### config.mk
export PLATFORM = sky130hd
export DESIGN_NAME = step_debounce_pulse_flat
export DESIGN_NICKNAME = d
export VERILOG_FILES = /design/src/rtl/step_debounce_pulse_pkg.sv /design/src/rtl/step_debounce_pulse_if.sv /design/src/rtl/step_debounce_pulse_sync_2ff.sv /design/src/rtl/step_debounce_pulse.sv /design/src/flat_wrapper.sv
export SDC_FILE = /design/constraint.sdc
export NUM_CORES = 1
export LEC_CHECK = 0
export BUFFER_PORTS_ARGS = -buffer_cell sky130_fd_sc_hd__buf_2
export CAP_MARGIN = 20
export CORE_ASPECT_RATIO = 0.8
export CORE_MARGIN = 2
export CORE_UTILIZATION = 42
export DETAILED_ROUTE_END_ITERATION = 8
export GPL_ROUTABILITY_DRIVEN = 0
export SLEW_MARGIN = 20
export SYNTH_ARGS = -nofsm -noshare
export SYNTH_HDL_FRONTEND = slang
export SYNTH_SLANG_ARGS = --single-unit
### constraint.sdc
create_clock -name clk -period 5.93 [get_ports clk]
set_clock_uncertainty 0.2 [all_clocks]
set_input_delay 0.2965 -clock clk [delete_from_list [all_inputs] [get_ports clk]]
set_output_delay 0.2965 -clock clk [all_outputs]
set_load 0.01 [all_outputs]
### src/rtl/step_debounce_pulse_pkg.sv
// Shared types for the step-button debounce stage.
// State encoding and default qualification length.
package step_debounce_pulse_pkg;

  localparam int unsigned STABLE_COUNT_DEF = 1000000;

  typedef enum logic [1:0] {
    IDLE        = 2'b00,
    PRESS_CHK   = 2'b01,
    PRESSED     = 2'b11,
    RELEASE_CHK = 2'b10
  } state_t;

  function automatic logic is_busy(state_t s);
    return (s == PRESS_CHK) || (s == RELEASE_CHK);
  endfunction

endpackage

### src/rtl/step_debounce_pulse_if.sv
// Button-side bundle of the debounce stage.
// Raw input in, conditioned level/pulse/count out.
interface step_debounce_pulse_if #(
  parameter int unsigned PCNT_WIDTH = 8
);
  logic                  btn_in;
  logic                  btn_level;
  logic                  btn_pulse;
  logic [PCNT_WIDTH-1:0] press_count;
  logic                  busy;

  modport master (
    output btn_in,
    input  btn_level,
    input  btn_pulse,
    input  press_count,
    input  busy
  );

  modport slave (
    input  btn_in,
    output btn_level,
    output btn_pulse,
    output press_count,
    output busy
  );
endinterface

### src/rtl/step_debounce_pulse_sync_2ff.sv
// Two-flop synchroniser for asynchronous inputs.
// Reusable for any single-bit async input.
module sync_2ff (
  input  logic clk,
  input  logic reset,
  input  logic d,
  output logic q
);

  logic meta;

  always_ff @(posedge clk or posedge reset) begin
    if (reset) begin
      meta <= 1'b0;
      q    <= 1'b0;
    end else begin
      meta <= d;
      q    <= meta;
    end
  end

endmodule

### src/rtl/step_debounce_pulse.sv
// Debounces the step button: clean level, one-cycle
// press pulse, wrapping press counter and busy flag.
module step_debounce_pulse
  import step_debounce_pulse_pkg::*;
#(
  parameter int unsigned STABLE_COUNT = STABLE_COUNT_DEF,
  parameter int unsigned PCNT_WIDTH   = 8
) (
  input logic                 clk,
  input logic                 reset,
  step_debounce_pulse_if.slave bus
);

  localparam int unsigned CNT_WIDTH = $clog2(STABLE_COUNT);
  localparam logic [CNT_WIDTH-1:0] CNT_MAX =
    CNT_WIDTH'(STABLE_COUNT - 1);
  localparam logic [CNT_WIDTH-1:0] CNT_ONE = CNT_WIDTH'(1);
  localparam logic [PCNT_WIDTH-1:0] PCNT_ONE = PCNT_WIDTH'(1);

  logic sync;

  state_t                state_q, state_d;
  logic [CNT_WIDTH-1:0]  cnt_q, cnt_d;
  logic                  level_q, level_d;
  logic                  pulse_q, pulse_d;
  logic                  busy_q, busy_d;
  logic [PCNT_WIDTH-1:0] count_q, count_d;

  sync_2ff u_sync (
    .clk   (clk),
    .reset (reset),
    .d     (bus.btn_in),
    .q     (sync)
  );

  always_ff @(posedge clk or posedge reset) begin
    if (reset) begin
      state_q <= IDLE;
      cnt_q   <= '0;
      level_q <= 1'b0;
      pulse_q <= 1'b0;
      busy_q  <= 1'b0;
      count_q <= '0;
    end else begin
      state_q <= state_d;
      cnt_q   <= cnt_d;
      level_q <= level_d;
      pulse_q <= pulse_d;
      busy_q  <= busy_d;
      count_q <= count_d;
    end
  end

  always_comb begin
    state_d = state_q;
    cnt_d   = cnt_q;
    level_d = level_q;
    pulse_d = 1'b0;
    count_d = count_q;
    unique case (state_q)
      IDLE: begin
        level_d = 1'b0;
        if (sync) begin
          state_d = PRESS_CHK;
          cnt_d   = '0;
        end
      end
      PRESS_CHK: begin
        if (!sync) begin
          state_d = IDLE;
          cnt_d   = '0;
        end else if (cnt_q == CNT_MAX) begin
          state_d = PRESSED;
          level_d = 1'b1;
          pulse_d = 1'b1;
          count_d = count_q + PCNT_ONE;
        end else begin
          cnt_d = cnt_q + CNT_ONE;
        end
      end
      PRESSED: begin
        level_d = 1'b1;
        if (!sync) begin
          state_d = RELEASE_CHK;
          cnt_d   = '0;
        end
      end
      RELEASE_CHK: begin
        // a bounce back high keeps the press without re-pulsing
        if (sync) begin
          state_d = PRESSED;
          cnt_d   = '0;
        end else if (cnt_q == CNT_MAX) begin
          state_d = IDLE;
          level_d = 1'b0;
        end else begin
          cnt_d = cnt_q + CNT_ONE;
        end
      end
      default: begin
        state_d = IDLE;
        cnt_d   = '0;
        level_d = 1'b0;
      end
    endcase
    busy_d = is_busy(state_d);
  end

  assign bus.btn_level   = level_q;
  assign bus.btn_pulse   = pulse_q;
  assign bus.press_count = count_q;
  assign bus.busy        = busy_q;

endmodule

### src/flat_wrapper.sv
// flat-port wrapper written by rule: the top's interface ports become plain ports
module step_debounce_pulse_flat import step_debounce_pulse_pkg::*;
#(
  parameter int unsigned STABLE_COUNT = STABLE_COUNT_DEF,
  parameter int unsigned PCNT_WIDTH   = 8
)
  (clk, reset, bus_btn_in, bus_btn_level, bus_btn_pulse, bus_press_count, bus_busy);
  step_debounce_pulse_if #(.PCNT_WIDTH(PCNT_WIDTH)) bus_i ();
  input logic clk;
  input logic reset;
  input wire logic [$bits(bus_i.btn_in)-1:0] bus_btn_in;
  output wire logic [$bits(bus_i.btn_level)-1:0] bus_btn_level;
  output wire logic [$bits(bus_i.btn_pulse)-1:0] bus_btn_pulse;
  output wire logic [$bits(bus_i.press_count)-1:0] bus_press_count;
  output wire logic [$bits(bus_i.busy)-1:0] bus_busy;
  assign bus_i.btn_in = bus_btn_in;
  assign bus_btn_level = bus_i.btn_level;
  assign bus_btn_pulse = bus_i.btn_pulse;
  assign bus_press_count = bus_i.press_count;
  assign bus_busy = bus_i.busy;
  step_debounce_pulse #(.STABLE_COUNT(STABLE_COUNT), .PCNT_WIDTH(PCNT_WIDTH)) u_core (.clk(clk), .reset(reset), .bus(bus_i));
endmodule
==> results of run 1 <==
per-stage QoR:
stage / hold WS [ns] / power, mW
after CTS: 0.154 / 0.590
after detailed placement: 0.139 / 0.398
after global routing: 0.174 / 0.622
after floorplan: 0.128 / 0.364
after global placement: 0.134 / 0.400
final: 0.154 / 0.586
cells in the final DEF, fill, tap and decap left out, types with 7 or more instances in the layout:
master / instances
buf_2: 13
ha_1: 7
nand2_1: 21
xor2_1: 8
nor2_1: 12
a21oi_1: 10
nand4_1: 8
nand3_1: 14
clkbuf_8: 7
nor3_1: 7
dfrtp_1: 35
how the worst min path moves through the flow:
| stage | start | end | cells after the start |
|---|---|---|---|
| after floorplan | bus_btn_in | u_core.u_sync.meta | 0 |
| after global placement | u_core.u_sync.meta | u_core.u_sync.q | 0 |
| after detailed placement | u_core.u_sync.meta | u_core.u_sync.q | 0 |
| after CTS | u_core.u_sync.meta | u_core.u_sync.q | 0 |
| after global routing | u_core.u_sync.meta | u_core.u_sync.q | 0 |
| final | u_core.u_sync.meta | u_core.u_sync.q | 0 |
power by group through the flow:
| stage | Sequential [mW] | Clock, mW | Combinational, mW |
|---|---|---|---|
| after floorplan | 0.268 | 0 | 0.0961 |
| after global placement | 0.268 | 0 | 0.133 |
| after detailed placement | 0.269 | 0 | 0.129 |
| after CTS | 0.264 | 0.195 | 0.131 |
| after global routing | 0.266 | 0.210 | 0.146 |
| final | 0.264 | 0.192 | 0.129 |
timing repair:
item	4_1_cts	5_1_grt
hold buffers	2	0
endpoints found under the hold margin	36	0
setup buffers	0	0
registers in the layout, summed over array words and instances, names as in the netlist:
register                cells
u_core.bus.btn_pulse        1
u_core.u_sync.q             1
u_core.state_q              2
u_core.u_sync.meta          1
u_core.bus.press_count      8
u_core.cnt_q               20
u_core.bus.btn_level        1
u_core.bus.busy             1
layer usage:
metal,global-route usage,vias to the layer above
met5,0,-
met2,0.210,26
met4,0.0805,0
met3,0.0522,7
met1,0.263,750
li1,-,792
cell families after synthesis:
logic type               share of synthesized area
flip-flops                                   0.440
multiplexers                                0.0421
buffers and inverters                       0.0264
adder cells (fa/ha/maj)                     0.0440
AO/OA/AOI/OAI                                0.111
XOR/XNOR                                    0.0616
AND/OR/NAND/NOR                              0.275
final cells by class:
| cell class | instances | share of cell area |
|---|---|---|
| clock buffers | 8 | 0.0449 |
| repair buffers | 17 | 0.0449 |
| well taps | 60 | 0.0337 |
| inverters | 4 | 0.00674 |
| multi-input cells | 158 | 0.476 |
| flip-flops and latches | 35 | 0.393 |
==> results.md, run 1 <==
- Cell area after placement: 2110 um^2
- Largest area contributor in the netlist: dfrtp_1
- EDFF count, synth: 0
- Crit path capture type: flip-flop
- Post-route core utilization: 0.487
- Crit-path max cell delay: 0.66 ns
- Post-Syn Area: 1990 um^2
- Worst slew margin: 0.366
- Clock transition at path regs: 0.07 ns
- Worst R2R Start: u_core.state_q[0]
- Drt first-iter violations: 72
- Critical Path End: u_core.cnt_q[7]
- Drt total wl: 4060 um
- CTS Buf Count: 5
- Clk root buf: clkbuf_8
- Count leader, synth: dfrtp_1
- Clk sink count: 35
- CP top delay family: compound AO/OA/AOI/OAI gates
- Initial core utilization: 0.435
- Reg power frac: 0.451
- DR WL met2: 1580 um
- Syn Inst Count: 205
- Sequential area share after synthesis: 0.440
- Fin Setup TNS: 0 ns
- Met1 WL: 2260 um
- ANT nets after route: 0
- Grt total ovfl: 0
- Die height: 65.6 um
- # diodes: 0
- Crit-path cells: ha_1 -> mux2i_1 -> o21ai_1 -> or4_1 -> a21oi_1
- Least-Margin Pin Slew: 0.944 ns
- Worst setup margin: 2.98 ns
- Worst r2r dst: u_core.cnt_q[7]
- Clock latency on the worst-skew pair: 0.29 ns
- Core area: 4570 um^2
- Synth cell count leaders: 35 x dfrtp_1, 21 x nand2_1, 14 x nand3_1
- Setup violators final: 0
- Filler Cell Count: 464
- Non-filler instance count after layout: 282
- Switching pwr: 0.185 mW
- Gr usage total: 0.171
- Multi-input logic area: 1060 um^2
- Final Hold Viols: 0
- Fin crit period: 2.95 ns
- TritonCTS clock tree: yes
- Cell Int Power: 0.401 mW
- Pwr dens: 263 nW/um^2
- Leak: 0.970 nW
- Rows: 22
- I/O pins: 14
- Initial antenna violation count: 0
- Crit Path Class: flip-flop to flip-flop
- Period utilization: 0.497
- Pin count of the biggest net entering global routing: 36
- Required time of the critical path: 5.94 ns
- Max layer used: met4
- Peak VDD IR: 0.149 mV
- Clock power frac: 0.329
- Via density: 5.59
- Met3 wire len: 148 um
- Status: finished, final reports clean
- DR pass1 iterations: 4
- CTS Buffer Depth: 2
- Area grow syn2layout: 11.9%
- Vias: 1575
- Worst endpoint data arrival time: 2.96 ns
- Sw frac: 0.315
- Max Fclk: 340 MHz
- Post-synthesis net count: 215
- Post-synthesis average cell area: 9.70 um^2
- Startpoint Class: flip-flop
- H-tree levels: 2
- Final Slew Violations: 0
- Synth unique cells: 41
- CP max stage cell: mux2i_1
- Worst reg2reg setup slack: 2.98 ns
- Critical-path maximum fanout: 16
- Max cap viols: 0
- Die X: 80.9 um
- Post-DP HPWL: 2830 um
- Area contributors post-synth: dfrtp_1 44%, ha_1 4.4%, nand2_1 4.0%
- CP Launch Point: u_core.state_q[0]
- Drt drc: 0
- Global-route wire length before repair: 6800 um
- Post-place setup slack: 3.03 ns
- YS warnings: 0
- Logic pwr share: 0.220
- Final nets: 231
- Sequential cell area: 876 um^2
- Buf/Inv on CP: 0
- Placed Instances: 272
- Share of cells above drive strength 1: 0.131
- Most used flip-flop cell after synthesis: dfrtp_1
- Post-CTS sizing: 0
- RSZ-0062 raised after global routing: no
- Vias in the first global route: 1359
- Register bit count reported by yosys: 35
- Crit path depth: 5
- Hold Path Class: flip-flop to flip-flop
- Die ar.: 5310 um^2
- Cell area after layout: 2230 um^2
- PortBufs: 13
- Async S/R FF share, synth: 1.00
- Worst reg2reg path depth: 5
- Drt wl/cell: 14.4 um
- Share of the synthesized area in the top cell type: 0.440
No activity file was read; power rests on OpenSTA's default activity.
==> run 2: changes to the inputs <==
ABC_AREA = 1   (was default)
clock period = 2.98 ns   (was 5.93 ns; I/O delays follow)
==> run 2 against run 1 <==
Compared with the run above: first-iteration DRC count is 21% lower; total power is 120% higher; core utilization is 0.33 points lower; critical path depth is 4 higher; critical path type unchanged; critical endpoint is now u_core.cnt_q[8]; largest power group unchanged; highest routed layer unchanged.
==> results.md, run 2 <==
- Met3 wire len: 107 um (-28%)
- ANT nets after route: 0 (unchanged)
- Final hold slack: 0.155 ns (+0.00102 ns)
- H-tree levels: 2 (unchanged)
- Most flop-heavy register: u_core.cnt_q
- Peak VDD IR: 0.297 mV (+99%)
- Worst r2r dst: u_core.cnt_q[8]
- Final nets: 291 (+26%)
- Hold path start: u_core.u_sync.meta
- Worst reg2reg path depth: 9 (+4)
- Pwr dens: 539 nW/um^2 (+100%)
- Post-place setup slack: 0.408 ns (-2.62 ns)
- Die ar.: 5610 um^2 (+5.7%)
- Commonest non-fill, non-tap cell in the layout: nand2_1
- Vias: 1692 (+7.4%)
- RSZ-0062 raised after global routing: no
- Max cap viols: 0 (unchanged)
- Core area: 4920 um^2 (+7.7%)
- Drt drc: 0 (unchanged)
- Sequential area share after synthesis: 0.415 (-0.0251)
- Syn Inst Count: 261 (+27%)
- YS warnings: 0 (unchanged)
- Worst R2R Start: u_core.state_q[0]
- Least-Margin Pin Slew: 0.915 ns (-0.0288 ns)
- Synth unique cells: 33 (-20%)
- Drt total wl: 4180 um (+2.9%)
- Post-CTS sizing: 0 (unchanged)
- Worst endpoint data arrival time: 2.66 ns (-0.30 ns)
- Share of the synthesized area in the top cell type: 0.415 (-0.0251)
- Post-synthesis net count: 271 (+26%)
- Hold path endpoint: u_core.u_sync.q
- TritonCTS clock tree: yes
- Rows: 23 (+4.5%)
- Clock latency on the worst-skew pair: 0.29 ns (about the same)
- Fin crit period: 2.62 ns (-0.321 ns)
- Largest area contributor in the netlist: dfrtp_1
- Gr usage total: 0.168 (-0.00244)
- Final Slew Violations: 0 (unchanged)
- Initial core utilization: 0.429 (-0.00670)
- Count leader, synth: nand2_1
- Setup violators final: 0 (unchanged)
- Commonest non-fill, non-tap cells in the layout: 63 x nand2_1, 35 x dfrtp_1, 31 x nor2_1
- Global-route wire length before repair: 7530 um (+11%)
- Synth cell count leaders: 63 x nand2_1, 35 x dfrtp_1, 31 x nor2_1
- Startpoint Class: flip-flop
- Status: finished, final reports clean
- Initial antenna violation count: 0 (unchanged)
- Drt wl/cell: 12.2 um (-16%)
- Async S/R FF share, synth: 1.00 (unchanged)
- Filler Cell Count: 491 (+5.8%)
- Required time of the critical path: 3.02 ns (-2.92 ns)
- Crit Path Class: flip-flop to flip-flop
- Die X: 83.2 um (+2.8%)
- Crit-path max cell delay: 0.70 ns (+0.04 ns)
- Fin Setup TNS: 0 ns (unchanged)
- Worst setup margin: 0.356 ns (-2.63 ns)
- Max Fclk: 381 MHz (+12%)
- Via density: 4.92 (-12%)
- CP top delay family: compound AO/OA/AOI/OAI gates
- Post-route core utilization: 0.484 (-0.00329)
- Period utilization: 0.880 (+0.384)
- Multi-input logic area: 1090 um^2 (+2.7%)
- Clk root buf: clkbuf_8
- CTS Buffer Depth: 2 (unchanged)
- PortBufs: 13 (unchanged)
- I/O pins: 14 (unchanged)
- DR WL met2: 1740 um (+9.8%)
- Crit-path cells: inv_1 -> ha_1 -> inv_1 -> o21ai_1 -> inv_2 -> nand2_1 -> inv_2 -> a21oi_1 -> o21a_1
- DR pass1 iterations: 4 (unchanged)
- CP max stage cell: o21ai_1
- Buf/Inv on CP: 4 (+4)
- Max layer used: met4
- Post-DP HPWL: 3140 um (+11%)
- EDFF count, synth: 0 (unchanged)
- Leak: 1.17 nW (+21%)
- Cell area after placement: 2240 um^2 (+6.5%)
- Total power: 1.28 mW (+120%)
- CTS Buf Count: 5 (unchanged)
- Met1 WL: 2280 um (+0.97%)
- Crit path capture type: flip-flop
- Share of cells above drive strength 1: 0.188 (+0.0573)
- Clk sink count: 35 (unchanged)
- Non-filler instance count after layout: 344 (+22%)
- Area contributors post-synth: dfrtp_1 42%, nand2_1 11%, nor2_1 5.5%
- Register bit count reported by yosys: 35 (unchanged)
- Sequential cell area: 876 um^2 (unchanged)
- Grt total ovfl: 0 (unchanged)
- Clock transition at path regs: 0.08 ns (about the same)
- Worst slew margin: 0.386 (+0.0193)
- Most used flip-flop cell after synthesis: dfrtp_1
- Post-Syn Area: 2110 um^2 (+6.0%)
- WHS Path Cells: 0 (unchanged)
- Area grow syn2layout: 12.9%
- Final Hold Viols: 0 (unchanged)
- Crit path depth: 9 (+4)
- Worst reg2reg setup slack: 0.36 ns (-2.63 ns)
- # diodes: 0 (unchanged)
- Vias in the first global route: 1636 (+20%)
- Cell area after layout: 2380 um^2 (+7.0%)
- Hold Path Class: flip-flop to flip-flop
- Die height: 67.4 um (+2.8%)
- Placed Instances: 334 (+23%)
- Pin count of the biggest net entering global routing: 36 (unchanged)
- Critical-path maximum fanout: 12 (-4)
- Drt first-iter violations: 57 (-21%)
- Max reg flops: 20 (unchanged)
- Post-synthesis average cell area: 8.08 um^2 (-17%)
[run 2: cell types whose count changed in the layout (fill, tap and decap cells not counted), moves of 6 or more]
| cell | previous run | this run |
|---|---|---|
| nor2_1 | 12 | 31 |
| inv_2 | 0 | 6 |
| inv_1 | 4 | 27 |
| nand2_1 | 21 | 63 |
| nor2_2 | 0 | 7 |
[run 2: how the worst max path moves through the flow]
stage	to	slack, ns	startpoint
6_report	u_core.cnt_q[8]	0.36	u_core.state_q[0]
4_1_cts	u_core.cnt_q[8]	0.34	u_core.state_q[0]
3_3_place_gp	u_core.cnt_q[8]	0.59	u_core.state_q[0]
3_5_place_dp	u_core.cnt_q[8]	0.41	u_core.state_q[0]
5_1_grt	u_core.cnt_q[8]	0.05	u_core.state_q[0]
2_1_floorplan	u_core.cnt_q[14]	1.19	u_core.state_q[0]
[run 2: layout make-up]
class,instances,area share
clock buffer,6,0.0347
tap,62,0.0326
sequential,35,0.368
multi-input combinational,189,0.457
inverter,34,0.0541
clock inverter,2,0.0147
timing repair buffer,16,0.0389
[run 2: timing repair]
item,CTS,global route
endpoints found under the setup margin,0,0
endpoints found under the hold margin,36,0
hold buffers,2,0
buffers inserted,0,0
[run 2: kinds of logic (layout without fill, tap and decap cells)]
| kind of cell | Yosys count | count (layout) | share of synthesized area |
|---|---|---|---|
| flops | 35 | 35 | 0.415 |
| buf+inv | 37 | 58 | 0.0682 |
| xor+xnor | 16 | 16 | 0.0664 |
| compound gates | 22 | 22 | 0.0581 |
| simple gates | 144 | 144 | 0.351 |
| fa+ha+maj | 7 | 7 | 0.0415 |
[run 2: metal layers]
| layer | global-route usage | up-vias |
|---|---|---|
| met5 | 0 | - |
| met2 | 0.255 | 19 |
| met3 | 0.0367 | 7 |
| li1 | - | 869 |
| met1 | 0.241 | 797 |
| met4 | 0.0553 | 0 |
[run 2: worst reg2reg max path, stage by stage, from the launching register on]
cell and delay (ns):
dfrtp_1 0.45, inv_1 0.14, ha_1 0.15, inv_1 0.03, o21ai_1 0.70, inv_2 0.25, nand2_1 0.23, inv_2 0.14
a21oi_1 0.14, o21a_1 0.13
[run 2: where the power goes]
part / leakage [nW] / switching (mW) / internal (mW) / total [mW]
Sequential: 0.477 / 0.0339 / 0.511 / 0.545
Combinational: 0.631 / 0.195 / 0.0908 / 0.286
Clock: 0.0612 / 0.181 / 0.271 / 0.452
==> run 3: changes to the inputs <==
CORE_UTILIZATION = 45   (was 42)
SKIP_LAST_GASP = 1   (was default)
==> run 3 against run 2 <==
Compared with the run above: sequential share of layout area about the same; clock-buffer cell count unchanged; core utilization increased by 4.0 points; worst hold slack got worse by 0.0053 ns; cell area decreased by 0.10%; die area decreased by 6.3%; register-to-register slack improved by 0.03 ns; via count decreased by 3.5%; wire length decreased by 5.6%; final cell count decreased by 0.58%; largest power group unchanged; highest routed layer unchanged.
==> results.md, run 3 (synthesis results as in run 2) <==
- Status: finished, final reports clean
- Core area: 4540 um^2 (-7.7%)
- Drt wl/cell: 11.5 um (-5.1%)
- Gr usage total: 0.182 (+0.0133)
- Most flop-heavy register: u_core.cnt_q
- Clk sink count: 35 (unchanged)
- Initial core utilization: 0.464 (+0.0358)
- Reg power frac: 0.431 (+0.006)
- Final nets: 291 (unchanged)
- Fin Setup TNS: 0 ns (unchanged)
- Vias: 1633 (-3.5%)
- H-tree levels: 2 (unchanged)
- RSZ-0062 raised after global routing: no
- Max Fclk: 385 MHz (+1.1%)
- I/O pins: 14 (unchanged)
- Crit path capture type: flip-flop
- Max reg flops: 20 (unchanged)
- Die ar.: 5260 um^2 (-6.3%)
- Placed Instances: 332 (-0.60%)
- CTS Buf Count: 5 (unchanged)
- Post-CTS sizing: 0 (unchanged)
- Least-Margin Pin Slew: 0.915 ns (-0.000618 ns)
- Setup violators final: 0 (unchanged)
- PortBufs: 13 (unchanged)
- Period utilization: 0.871 (-0.00953)
- Commonest non-fill, non-tap cell in the layout: nand2_1
- Die X: 80.6 um (-3.2%)
- Hold Path Class: flip-flop to flip-flop
- Area grow syn2layout: 12.8%
- Clock power frac: 0.348 (-0.004)
- Clock transition at path regs: 0.07 ns (about the same)
- Commonest non-fill, non-tap cells in the layout: 63 x nand2_1, 35 x dfrtp_1, 31 x nor2_1
- Cell area after placement: 2240 um^2 (-0.11%)
- Post-DP HPWL: 3010 um (-4.2%)
- Drt first-iter violations: 96 (+68%)
- Required time of the critical path: 3.01 ns (about the same)
- ANT nets after route: 0 (unchanged)
- Initial antenna violation count: 0 (unchanged)
- Final hold slack: 0.149 ns (-0.00526 ns)
- Pin count of the biggest net entering global routing: 36 (unchanged)
- Peak VDD IR: 0.275 mV (-7.3%)
- Max cap viols: 0 (unchanged)
- Via density: 4.77 (-2.9%)
- Worst endpoint data arrival time: 2.62 ns (-0.04 ns)
- Cell area after layout: 2380 um^2 (-0.10%)
- Clk root buf: clkbuf_8
- Non-filler instance count after layout: 342 (-0.58%)
- Startpoint Class: flip-flop
- Logic pwr share: 0.221 (-0.002)
- Share of cells above drive strength 1: 0.188 (unchanged)
- Crit Path Class: flip-flop to flip-flop
- DR pass1 iterations: 4 (unchanged)
- Rows: 22 (-4.3%)
- Final Hold Viols: 0 (unchanged)
- Fin crit period: 2.60 ns (-0.0284 ns)
- Number of hold buffers added after CTS: 2 (unchanged)
- CTS Buffer Depth: 2 (unchanged)
- Sw frac: 0.311 (-0.00878)
- Global-route wire length before repair: 7280 um (-3.3%)
- Cell Int Power: 0.871 mW (-0.16%)
- Worst slew margin: 0.386 (+0.000415)
- Drt total wl: 3950 um (-5.6%)
- Clock latency on the worst-skew pair: 0.29 ns (about the same)
- Grt total ovfl: 0 (unchanged)
- Post-CTS Setup Repair Bufs: 0 (unchanged)
- Die height: 65.2 um (-3.2%)
- Final Slew Violations: 0 (unchanged)
- # diodes: 0 (unchanged)
- Switching pwr: 0.393 mW (-4.1%)
- Critical-path maximum fanout: 12 (unchanged)
- Drt drc: 0 (unchanged)
- TritonCTS clock tree: yes
- Vias in the first global route: 1565 (-4.3%)
- Pwr dens: 531 nW/um^2 (-1.3%)
- Leak: 1.17 nW (unchanged)
-- run 3: cell counts in the layout (fill, tap and decap cells not counted) --
No cell type changed its count.
-- run 3: final cells by class --
type                            count  area (um^2)
Clock buffer                        6         82.6
Tap cell                           60         75.1
Clock inverter                      2         35.0
Timing Repair Buffer               16         92.6
Fill cell                         428         2160
Sequential cell                    35          876
Inverter                           34          129
Multi-Input combinational cell    189         1090
-- run 3: worst paths after layout --
| path | start | to | slack, ns | depth (start not counted) |
|---|---|---|---|---|
| worst max-delay path | u_core.state_q[0] | u_core.cnt_q[8] | 0.38 | 9 |
| min in group asynchronous | reset | u_core.bus.press_count[5] | 0.30 | 4 |
| worst max register to register | u_core.state_q[0] | u_core.cnt_q[8] | 0.38 | 9 |
| max in group asynchronous | reset | u_core.cnt_q[2] | 1.97 | 4 |
| worst min-delay path | u_core.u_sync.meta | u_core.u_sync.q | 0.15 | 0 |
| worst min register to register | u_core.u_sync.meta | u_core.u_sync.q | 0.15 | 0 |
-- run 3: metrics by stage --
stage,utilization,worst slack [ns],total power [mW]
2_1_floorplan,-,1.19,0.771
3_3_place_gp,0.494,0.583,0.830
3_5_place_dp,0.494,0.416,0.834
4_1_cts,0.524,0.392,1.28
5_1_grt,0.524,0.118,1.36
6_report,0.524,0.385,1.26
-- run 3: power by group through the flow --
stage,Clock (mW),Sequential (mW),Combinational [mW]
detailed placement,0,0.554,0.279
CTS,0.449,0.545,0.282
floorplan,0,0.552,0.219
finish,0.441,0.545,0.279
global placement,0,0.554,0.277
global route,0.480,0.552,0.325
-- run 3: worst max-delay path, stage by stage (launching register included) --
cell,delay [ns]
dfrtp_1,0.45
inv_1,0.14
ha_1,0.15
inv_1,0.03
o21ai_1,0.70
inv_2,0.23
nand2_1,0.22
inv_2,0.14
a21oi_1,0.14
o21a_1,0.13
-- run 3: per-layer routing --
metal	GRT usage	routed length, um	up-vias
met3	0.0577	121	5
met4	0.0445	47	0
met2	0.249	1590	23
met1	0.275	2180	735
li1	-	-	870
met5	0	0	-
